==> config.mk <==
export PLATFORM = sky130hd
export DESIGN_NAME = cp0_exception_unit
export DESIGN_NICKNAME = d
export VERILOG_FILES = /design/src/rtl/cp0_pkg.sv /design/src/rtl/cp0_timer.sv /design/src/rtl/cp0_exception_unit.sv
export SDC_FILE = /design/constraint.sdc
export NUM_CORES = 1
export LEC_CHECK = 0
export CAP_MARGIN = 25
export CORE_MARGIN = 3
export CORE_UTILIZATION = 40
export DETAILED_ROUTE_END_ITERATION = 12
export PLACE_DENSITY_LB_ADDON = 0.08
export SETUP_SLACK_MARGIN = 0.5
export SLEW_MARGIN = 15
export SYNTH_ARGS = -nofsm -noshare
export SYNTH_HDL_FRONTEND = slang
export SYNTH_SLANG_ARGS = --single-unit
export TNS_END_PERCENT = 20
==> constraint.sdc <==
create_clock -name clk -period 6.2 [get_ports clk]
set_input_delay 0.93 -clock clk [delete_from_list [all_inputs] [get_ports clk]]
set_output_delay 0.93 -clock clk [all_outputs]
set_load 0.03 [all_outputs]
==> src/rtl/cp0_pkg.sv <==
// Shared CP0 constants: register map, Status/Cause field positions, ExcCodes.
package cp0_pkg;

  localparam logic [4:0] CP0_COUNT   = 5'd9;
  localparam logic [4:0] CP0_COMPARE = 5'd11;
  localparam logic [4:0] CP0_STATUS  = 5'd12;
  localparam logic [4:0] CP0_CAUSE   = 5'd13;
  localparam logic [4:0] CP0_EPC     = 5'd14;

  localparam int ST_IE         = 0;
  localparam int ST_EXL        = 1;
  localparam int ST_IM_LSB     = 8;
  localparam int CAUSE_BD      = 31;
  localparam int CAUSE_IP_LSB  = 8;
  localparam int CAUSE_EXC_LSB = 2;
  localparam int IP_HW_LSB     = 2;
  localparam int IP_TIMER      = 7;

  typedef enum logic [4:0] {
    EXC_INT  = 5'd0,
    EXC_ADEL = 5'd4,
    EXC_SYS  = 5'd8,
    EXC_BP   = 5'd9,
    EXC_RI   = 5'd10,
    EXC_OV   = 5'd12
  } exc_code_e;

endpackage

==> src/rtl/cp0_timer.sv <==
// Count/Compare pair with the sticky timer interrupt flag (Cause.IP[7]).
module cp0_timer #(
  parameter int DATA_W = 32
) (
  input  logic              clk,
  input  logic              rst,
  input  logic              i_we_count,
  input  logic              i_we_compare,
  input  logic [DATA_W-1:0] i_wdata,
  output logic [DATA_W-1:0] o_count,
  output logic [DATA_W-1:0] o_compare,
  output logic              o_irq
);

  localparam logic [DATA_W-1:0] ONE = {{(DATA_W-1){1'b0}}, 1'b1};

  logic [DATA_W-1:0] r_count;
  logic [DATA_W-1:0] r_compare;
  logic              r_irq;

  always_ff @(posedge clk or posedge rst) begin
    if (rst) begin
      r_count   <= '0;
      r_compare <= '0;
      r_irq     <= 1'b0;
    end else begin
      if (i_we_count) r_count <= i_wdata;
      else            r_count <= r_count + ONE;

      if (i_we_compare) r_compare <= i_wdata;

      // A Compare write acknowledges the timer and beats a same-cycle match.
      if (i_we_compare)               r_irq <= 1'b0;
      else if (r_count == r_compare)  r_irq <= 1'b1;
    end
  end

  assign o_count   = r_count;
  assign o_compare = r_compare;
  assign o_irq     = r_irq;

endmodule

==> src/rtl/cp0_exception_unit.sv <==
// Coprocessor-0: Status/Cause/EPC, exception/interrupt/ERET sequencing and the
// registered PC redirect to fetch. Count/Compare live in cp0_timer.
module cp0_exception_unit
  import cp0_pkg::*;
#(
  parameter int                DATA_W     = 32,
  parameter int                NUM_HW_IRQ = 5,
  parameter logic [DATA_W-1:0] EXC_VECTOR = 'h180,
  parameter logic [DATA_W-1:0] RST_STATUS = '0
) (
  input  logic                  clk,
  input  logic                  rst,
  input  logic [4:0]            i_raddr,
  output logic [DATA_W-1:0]     o_rdata,
  input  logic                  i_we,
  input  logic [4:0]            i_waddr,
  input  logic [DATA_W-1:0]     i_wdata,
  input  logic                  i_exc_req,
  input  logic [4:0]            i_exc_code,
  input  logic [DATA_W-1:0]     i_exc_pc,
  input  logic                  i_exc_bd,
  input  logic                  i_eret,
  input  logic                  i_int_ok,
  input  logic [DATA_W-1:0]     i_cur_pc,
  input  logic [NUM_HW_IRQ-1:0] i_hw_irq,
  output logic                  o_int_pending,
  output logic                  o_redirect,
  output logic [DATA_W-1:0]     o_redirect_pc
);

  // Narrow configurations fold BD onto the top data bit.
  localparam int BD_POS = (DATA_W > CAUSE_BD) ? CAUSE_BD : DATA_W - 1;

  logic                  r_ie;
  logic                  r_exl;
  logic [7:0]            r_im;
  logic                  r_bd;
  logic [1:0]            r_ip_sw;
  logic [NUM_HW_IRQ-1:0] r_ip_hw;
  logic [4:0]            r_exc_code;
  logic [DATA_W-1:0]     r_epc;
  logic                  r_redirect;
  logic [DATA_W-1:0]     r_redirect_pc;

  logic [DATA_W-1:0] w_count;
  logic [DATA_W-1:0] w_compare;
  logic              w_timer_irq;
  logic [7:0]        w_ip;
  logic              w_int_pending;
  logic              w_take_exc;
  logic              w_take_int;
  logic              w_take_eret;
  logic              w_take_mtc0;

  always_comb begin
    w_ip                           = '0;
    w_ip[1:0]                      = r_ip_sw;
    w_ip[IP_HW_LSB +: NUM_HW_IRQ]  = r_ip_hw;
    w_ip[IP_TIMER]                 = w_timer_irq;
  end

  assign w_int_pending = r_ie & ~r_exl & (|(w_ip & r_im));

  assign w_take_exc  = i_exc_req;
  assign w_take_int  = ~i_exc_req & w_int_pending & i_int_ok;
  assign w_take_eret = ~i_exc_req & ~w_take_int & i_eret;
  assign w_take_mtc0 = i_we & ~i_exc_req & ~w_take_int & ~w_take_eret;

  cp0_timer #(
    .DATA_W (DATA_W)
  ) u_timer (
    .clk          (clk),
    .rst          (rst),
    .i_we_count   (w_take_mtc0 && (i_waddr == CP0_COUNT)),
    .i_we_compare (w_take_mtc0 && (i_waddr == CP0_COMPARE)),
    .i_wdata      (i_wdata),
    .o_count      (w_count),
    .o_compare    (w_compare),
    .o_irq        (w_timer_irq)
  );

  always_ff @(posedge clk or posedge rst) begin
    if (rst) begin
      r_ie          <= RST_STATUS[ST_IE];
      r_exl         <= RST_STATUS[ST_EXL];
      r_im          <= RST_STATUS[ST_IM_LSB +: 8];
      r_bd          <= 1'b0;
      r_ip_sw       <= '0;
      r_ip_hw       <= '0;
      r_exc_code    <= '0;
      r_epc         <= '0;
      r_redirect    <= 1'b0;
      r_redirect_pc <= '0;
    end else begin
      r_ip_hw    <= i_hw_irq;
      r_redirect <= w_take_exc | w_take_int | w_take_eret;

      if (w_take_exc) begin
        r_epc         <= i_exc_pc;
        r_bd          <= i_exc_bd;
        r_exc_code    <= i_exc_code;
        r_exl         <= 1'b1;
        r_redirect_pc <= EXC_VECTOR;
      end else if (w_take_int) begin
        r_epc         <= i_cur_pc;
        r_bd          <= 1'b0;
        r_exc_code    <= EXC_INT;
        r_exl         <= 1'b1;
        r_redirect_pc <= EXC_VECTOR;
      end else if (w_take_eret) begin
        r_exl         <= 1'b0;
        r_redirect_pc <= r_epc;
      end else if (w_take_mtc0) begin
        case (i_waddr)
          CP0_STATUS: begin
            r_ie  <= i_wdata[ST_IE];
            r_exl <= i_wdata[ST_EXL];
            r_im  <= i_wdata[ST_IM_LSB +: 8];
          end
          CP0_CAUSE: r_ip_sw <= i_wdata[CAUSE_IP_LSB +: 2];
          CP0_EPC:   r_epc   <= i_wdata;
          default:   ;
        endcase
      end
    end
  end

  always_comb begin
    o_rdata = '0;
    case (i_raddr)
      CP0_COUNT:   o_rdata = w_count;
      CP0_COMPARE: o_rdata = w_compare;
      CP0_STATUS: begin
        o_rdata[ST_IE]               = r_ie;
        o_rdata[ST_EXL]              = r_exl;
        o_rdata[ST_IM_LSB +: 8]      = r_im;
      end
      CP0_CAUSE: begin
        o_rdata[BD_POS]              = r_bd;
        o_rdata[CAUSE_IP_LSB +: 8]   = w_ip;
        o_rdata[CAUSE_EXC_LSB +: 5]  = r_exc_code;
      end
      CP0_EPC:     o_rdata = r_epc;
      default:     o_rdata = '0;
    endcase
  end

  assign o_int_pending = w_int_pending;
  assign o_redirect    = r_redirect;
  assign o_redirect_pc = r_redirect_pc;

endmodule

-- Word-level counts from Yosys, hierarchy flattened
Index checks and enable logic that the tools add are counted.
- add/subtract/negate cells: 1
- eq/ne operators: 12
- mux-type cells: 26
- bitwise operators: 16
- reduce and logical (&&, ||, !) cells: 14
- operators by type and width (operator ; number):
    32-bit 2-to-1 mux ; 9
    5-bit by 4-bit equality test with 1-bit output (second input constant) ; 10
    15-bit one-hot mux with 3 select lines ; 1
    8-bit one-hot mux with 5 select lines ; 1
    32-bit by 1-bit adder with 32-bit output (second input constant) ; 1
    32-bit equality test ; 1
    5-bit one-hot mux with 4 select lines ; 1
    5-bit 2-to-1 mux ; 2
    5-bit AND reduction ; 2
    1-bit AND ; 9
    1-bit 2-to-1 mux ; 9
    3-bit nonzero test ; 3
    8-bit AND ; 1
    2-bit one-hot mux with 4 select lines ; 1
    4-bit nonzero test ; 2
    8-bit OR reduction ; 1
    1-bit NOT ; 4
    1-bit one-hot mux with 4 select lines ; 1
    2-bit nonzero test ; 2
    3-bit inequality test (second input constant) ; 1
    1-bit one-hot mux with 3 select lines ; 1
    3-bit AND reduction ; 1
    1-bit logical AND ; 2
    1-bit OR ; 2
    2-bit AND reduction ; 1
- register bits: 153
- output and inout bits: 66
- logic and storage cells: 82

-- Logic depth before layout (Yosys ltp)
Gate-level depths: netlist of the first run.
- word-level depth: 14
- gate-level depth with buffers: 7

-- Cells and area by module
From an unflattened synthesis of the first run, not the netlist that was laid out.
- cell total of the unflattened synthesis: 797
- area, all modules: 8319.2 sq um
- by module, submodules not included (module ; instances ; cells an instance ; area an instance (sq um) ; sequential area each (sq um)):
    cp0_exception_unit ; 1 ; 490 ; 4986.0 ; 2202.1
    cp0_timer ; 1 ; 307 ; 3333.2 ; 1626.6

-- Least setup slack after synthesis of the first run
No wires, ideal clock.
- path kind: input-to-output
- start: input port i_raddr[1]
- end: output port o_rdata[16]
- data arrival time: 2450 ps
- data required time: 5270 ps
- slack: 2820 ps
- stages: 4
- path buffers: 2
- cells stage by stage: clkbuf_1 -> clkbuf_1 -> mux2i_1 -> o21ai_0
- word-level cells in the longest chain between the ends: 2
- elaborated cells on any way between the ends: 4
- classes of those cells: 3 x eq/ne; 1 x mux
- ends and longest elaborated chain (what ; line ; RTL):
    start, declared ; cp0_exception_unit.sv:13 ; input logic [4:0] i_raddr,
    5-bit by 4-bit equality test with 1-bit output ; cp0_exception_unit.sv:130 ; case (i_raddr)
    15-bit one-hot mux with 3 select lines (*) ; cp0_exception_unit.sv:130 ;
    end, declared ; cp0_exception_unit.sv:14 ; output logic [DATA_W-1:0] o_rdata,
Mark *: on every way between the ends. The rest lies on a longest branch, timed or not.

-- Worst setup path after layout of the first run
- start: input port i_raddr[3]
- end: output port o_rdata[4]
- word-level cells in the longest chain between the ends: 2
- elaborated cells on any way between the ends: 5
- classes of those cells: 4 x eq/ne; 1 x mux
- ends and longest elaborated chain (what ; line):
    5-bit by 4-bit equality test with 1-bit output ; cp0_exception_unit.sv:130
    5-bit one-hot mux with 4 select lines (*) ; cp0_exception_unit.sv:130
Marks and branches as above.

==> impl_metrics.tcl, run 1 <==
set metrics [dict create \
    crit_top_cell "clkdlybuf4s50_1" \
    worst_pin_slew_ns 0.853 \
    overflow 0 \
    hold_end "o_redirect_pc[23]" \
    cts_resized 0 \
    die_width_um 149 \
    clock_skew_ns 0.0143 \
    grt_pass1_wl_um 42400 \
    crit_path_start "i_raddr[3]" \
    crit_path_end_kind "output port" \
    syn_to_final_growth_pct 33.8 \
    drc 0 \
    post-cts-setup-buffer-count 0 \
    fin_crit_ns 4.46 \
    vias_per_cell 5.62 \
    ys_ff_latch 153 \
    synth_enable_flop_cells 0 \
    hold_viol 0 \
    crit_chain "clkdlybuf4s50_1 -> nor2b_1 -> nand2_1 -> or2_2 -> nor2_1 -> a221o_1 -> clkdlybuf4s50_1" \
    rsz0062_at_grt "false" \
    drv_cap 0 \
    start_util 0.413 \
    min_period_over_period 0.719 \
    synth_cell_types 48 \
    fmax_mhz 224 \
    critPathBufInv 2 \
    hp-start "o_redirect_pc[23]" \
    syn_inst 745 \
    relSlewSlack 0.430 \
    syn-num-nets 869 \
    nFillCells 1759 \
    crit_fanout 10 \
    grt_antenna_before_repair 1 \
    ios 189 \
    clock_sinks 153 \
    startpoint_type "input pin" \
    maxSlewViolCount 0 \
    p_leak_nw 4.58 \
    grt_pass1_vias 7082 \
    critPathMaxStageDelay_ns 0.67 \
    cts_tree "yes" \
    portBuffers 188 \
    fp.coreArea_um2 19800 \
    grt_max_degree 108 \
    worstPathArrival_ns 3.53 \
    nets 1035 \
    reg2reg_depth 6 \
    synth_ff_type "dfrtp_1" \
    finalSetupTns_ns 0 \
    wl_met3_um 1510 \
    h-tree-depth 4 \
    async_reset_ff_frac 1.00 \
    highest_layer "met5" \
    p_per_area_nw_per_um2 281 \
    wirelength_um 27900 \
    timing.rr.start "r_im[5]" \
    outcome "finished, final reports clean" \
    worstPathRequired_ns 5.27 \
    worstHoldPathCells 1 \
    avgRoutedWirePerCell_um 23.5 \
    place.gp.congestion 0.883 \
    antennaDiodeCount 0 \
    cts.clk_slew.worst_paths_ns 0.06 \
    die_h_um 149 \
    synth-warning-count 0 \
    clkLatencyLatePin_ns 0.43 \
    slowest_stage "clkdlybuf4s50_1" \
    via_count 6671 \
    ant_nets 0 \
    max-vdd-ir-drop_v 0.000167 \
    cpLargestDelayFamily "simple AND/OR/NAND/NOR gates" \
    wl_met2_um 14100 \
    p_total_w 0.00308 \
    drt_iter0_markers 356 \
    setup_viol 0 \
    r2r_slack_ns 3.55 \
    wl_met1_um 11600 \
    grt_usage 0.252 \
    num_rows 51 \
    first_pass_iters 5 \
    clockBufferDepth 2 \
    r2r-end "u_timer.o_compare[10]" \
    drive_gt1_frac 0.183 \
    root_buffer "clkbuf_16" \
    syn_avg_cell_area_um2 11.0 \
    postCtsHoldBufs 0 \
    worstHoldPathType "register to register" \
    place_hpwl_um 20800 \
    synth_area_um2 8180 \
    critPathKind "input pin to output port" \
    cts_made_buffers 17 \
    synth_seq_area_share 0.468 \
    dieArea_um2 22200 \
]
cells by family (layout without fill, tap and decap cells):
logic type	after synthesis	after routing	share of synthesized area
mux	117	117	0.155
simple gates	197	197	0.134
flops	153	153	0.468
buf+inv	62	239	0.0309
compound gates	154	154	0.146
fa+ha+maj	1	1	0.00153
xor+xnor	61	61	0.0653
routing by layer:
metal  global-route usage  vias up
met5                    0        -
met4               0.0851        2
met3               0.0492       39
met2                0.441      239
met1                0.312     3339
li1                     -     3052
registers in the layout (all words and copies together), names as in the netlist, 2 cells and up:
signal,count
r_exc_code,5
u_timer.o_count,32
u_timer.o_compare,32
r_ip_hw,5
r_ip_sw,2
r_epc,32
o_redirect_pc,32
r_im,8
stage by stage:
step                       util  instances  cell area, um2  hold slack, ns  worst slack [ns]
after floorplan               -        745            8180           0.483              1.15
after global placement    0.519       1155           10300           0.490              1.81
after detailed placement  0.519       1155           10300           0.495              1.79
after CTS                 0.552       1185           10900           0.515              1.78
after global routing      0.553       1187           10900           0.527              1.61
final                     0.553       1187           10900           0.508              1.74
cell type report:
type                    instances  area [um2]  share of cell area
multi-input cells             530        4110               0.376
flip-flops and latches        153        3830               0.350
repair buffers                202        2000               0.182
clock buffers                  17         425              0.0389
well taps                     265         332              0.0303
clock inverters                13         219              0.0200
inverters                       7        31.3             0.00286
Yosys cell counts (4+ instances only):
| cell | count | area (um2) |
|---|---|---|
| a21o_1 | 8 | 60.1 |
| a21oi_1 | 32 | 160 |
| a221o_1 | 8 | 80.1 |
| a22o_1 | 30 | 263 |
| a22oi_1 | 4 | 30.0 |
| and3_1 | 5 | 31.3 |
| and4_1 | 4 | 35.0 |
| buf_2 | 10 | 50.1 |
| clkbuf_1 | 41 | 154 |
| dfrtp_1 | 153 | 3830 |
| inv_1 | 7 | 26.3 |
| mux2_2 | 73 | 822 |
| mux2i_1 | 41 | 410 |
| nand2_1 | 39 | 146 |
| nand2b_1 | 33 | 206 |
| nand3_1 | 14 | 70.1 |
| nand3b_1 | 4 | 30.0 |
| nand4_1 | 15 | 93.8 |
| nor2_1 | 52 | 195 |
| nor3_1 | 7 | 35.0 |
| nor4_2 | 4 | 50.1 |
| o21ai_0 | 24 | 120 |
| o221a_2 | 32 | 360 |
| o22ai_1 | 8 | 50.1 |
| xnor2_1 | 57 | 499 |
| xor2_1 | 4 | 35.0 |
layout by cell type, fill, tap and decap left out, types with 17 or more instances in the layout:
cell	n
mux2_2	73
clkbuf_16	17
a22o_1	30
dfrtp_1	153
clkdlybuf4s50_1	186
o21ai_0	24
nand2_1	39
a21oi_1	32
o221a_2	32
nor2_1	51
nand2b_1	33
xnor2_1	57
mux2i_1	41
where the power goes:
group	leakage, nW	internal (W)	switching (W)	total [W]
Combinational	2.31	0.000322	0.000296	0.000618
Clock	0.316	0.000717	0.000436	0.00115
Sequential	1.95	0.00112	0.000184	0.00131
Total	4.58	0.00216	0.000916	0.00308
worst max path at each step:
stage / endpoint / slack, ns / cells after the start
floorplan: o_redirect / 1.15 / 1
global placement: o_rdata[31] / 1.81 / 7
detailed placement: o_rdata[4] / 1.79 / 7
CTS: o_rdata[4] / 1.78 / 7
global route: o_rdata[2] / 1.61 / 7
finish: o_rdata[4] / 1.74 / 7
(Power assumes the default switching activity.)
==> run 2, diff against run 1 <==
==> constraint.sdc (replaced) <==
create_clock -name clk -period 4.6 [get_ports clk]
set_input_delay 0.69 -clock clk [delete_from_list [all_inputs] [get_ports clk]]
set_output_delay 0.69 -clock clk [all_outputs]
set_load 0.03 [all_outputs]
==> run 2 against run 1 <==
  * First-iteration DRC count increased by 19%
  * Routed wire length decreased by 0.94%
  * Setup slack lost 1.0 ns
  * Clock skew shrank 0.0048 ns
  * Power grew 38%
  * Sequential share of layout area shrank 0.21 points
  * Non-clock buffer count up 3
  * Die area is the same
  * Clock power increased by 43%
==> impl_metrics.tcl, run 2 (same netlist as run 1, synthesis figures left out) <==
set metrics [dict create \
    fmax_mhz 256 \
    seqCellArea_um2 3830 \
    layout_common_cells "clkdlybuf4s50_1 (186), dfrtp_1 (153), mux2_2 (73), xnor2_1 (57), nor2_1 (51)" \
    critPathMaxStageDelay_ns 0.67 \
    crit_chain "clkdlybuf4s50_1 -> nor2b_1 -> nand2_1 -> or2_2 -> nor2_1 -> a221o_1 -> clkdlybuf4s50_1" \
    startpoint_type "input pin" \
    final_area_um2 11000 \
    setup_viol 0 \
    critPathBufInv 2 \
    worstPathRequired_ns 3.91 \
    place_hpwl_um 20700 \
    wirelength_um 27700 \
    overflow 0 \
    rsz0062_at_grt "false" \
    slowest_stage "clkdlybuf4s50_1" \
    syn_to_final_growth_pct 34.7 \
    cts_tree "yes" \
    vias_per_cell 5.64 \
    fp.coreArea_um2 19800 \
    drc 0 \
    finalSetupTns_ns 0 \
    hold_viol 0 \
    crit_fanout 10 \
    hold_ws_ns 0.507 \
    grt_pass1_vias 7137 \
    worstPathArrival_ns 3.21 \
    cts_resized 0 \
    start_util 0.413 \
    drive_gt1_frac 0.184 \
    outcome "finished, final reports clean" \
    via_count 6728 \
    critPathKind "input pin to output port" \
    cts.clk_slew.worst_paths_ns 0.06 \
    crit_path_end_kind "output port" \
    die_width_um 149 \
    grt_pass1_wl_um 42400 \
    grt_max_degree 135 \
    first_pass_iters 8 \
    nets 1038 \
    root_buffer "clkbuf_16" \
    grt_antenna_before_repair 1 \
    fin_crit_ns 3.90 \
    ios 189 \
    cpLargestDelayFamily "simple AND/OR/NAND/NOR gates" \
    worstHoldPathType "register to register" \
    h-tree-depth 4 \
    relSlewSlack 0.416 \
    place.gp.congestion 0.942 \
    cts_made_buffers 17 \
    drv_cap 0 \
    grt_usage 0.253 \
    avgRoutedWirePerCell_um 23.2 \
    max-vdd-ir-drop_v 0.000227 \
    maxSlewViolCount 0 \
    clock_sinks 153 \
    fin_util 0.557 \
    portBuffers 188 \
    nFillCells 1722 \
    clockBufferDepth 2 \
    dieArea_um2 22200 \
    drt_iter0_markers 424 \
    post_dp_cell_area_um2 10300 \
    ant_nets 0 \
    multiInputGateArea_um2 4110 \
    min_period_over_period 0.849 \
    place_ws_ns 0.550 \
    p_per_area_nw_per_um2 385 \
    final_common_cell "clkdlybuf4s50_1" \
    die_h_um 149 \
    p_leak_nw 4.60 \
    num_rows 51 \
    crit_top_cell "clkdlybuf4s50_1" \
    clock_skew_ns 0.00951 \
    worst_pin_slew_ns 0.875 \
    finalWorstSetupSlack_ns 0.697 \
    clkLatencyLatePin_ns 0.42 \
]
## run 2: repair_timing
item	in CTS	in global routing
setup endpoints to repair	0	15
setup buffers	0	1
hold buffers	0	0
## run 2: path summary, 6_finish.rpt
path | from | to | slack (ns) | cells after the start
setup reg to reg | u_timer.o_irq | r_im[7] | 2.14 | 6
min in group asynchronous | rst | o_redirect_pc[20] | 0.63 | 2
max in group asynchronous | rst | u_timer.o_compare[31] | 2.88 | 3
hold / removal | o_redirect_pc[20] | o_redirect_pc[20] | 0.51 | 1
setup / recovery | i_raddr[3] | o_rdata[6] | 0.70 | 7
hold reg to reg | o_redirect_pc[20] | o_redirect_pc[20] | 0.51 | 1
## run 2: area by class of cell
type / instances / area share
Clock inverter: 11 / 0.0223
Multi-Input combinational cell: 530 / 0.373
Tap cell: 265 / 0.0301
Clock buffer: 20 / 0.0397
Inverter: 7 / 0.00273
Antenna cell: 1 / 0.000227
Sequential cell: 153 / 0.348
Timing Repair Buffer: 205 / 0.184
## run 2: power by group
| group | leakage, nW | switching (W) | internal (W) |
|---|---|---|---|
| registers | 1.95 | 0.000248 | 0.00151 |
| clock network | 0.328 | 0.000565 | 0.00107 |
| logic | 2.33 | 0.000409 | 0.000435 |
## run 2: metal layers
metal | wire length (um) | global-route usage | up-vias
li1 | - | - | 3073
met1 | 11500 | 0.320 | 3350
met2 | 13600 | 0.427 | 259
met3 | 1730 | 0.0535 | 44
met4 | 834 | 0.0929 | 2
met5 | 13 | 0 | -
## run 2: metrics by stage
step | instances | total power (W)
detailed placement | 1159 | 0.00262
finish | 1192 | 0.00424
floorplan | 745 | 0.00223
CTS | 1190 | 0.00427
global placement | 1158 | 0.00261
global route | 1191 | 0.00442
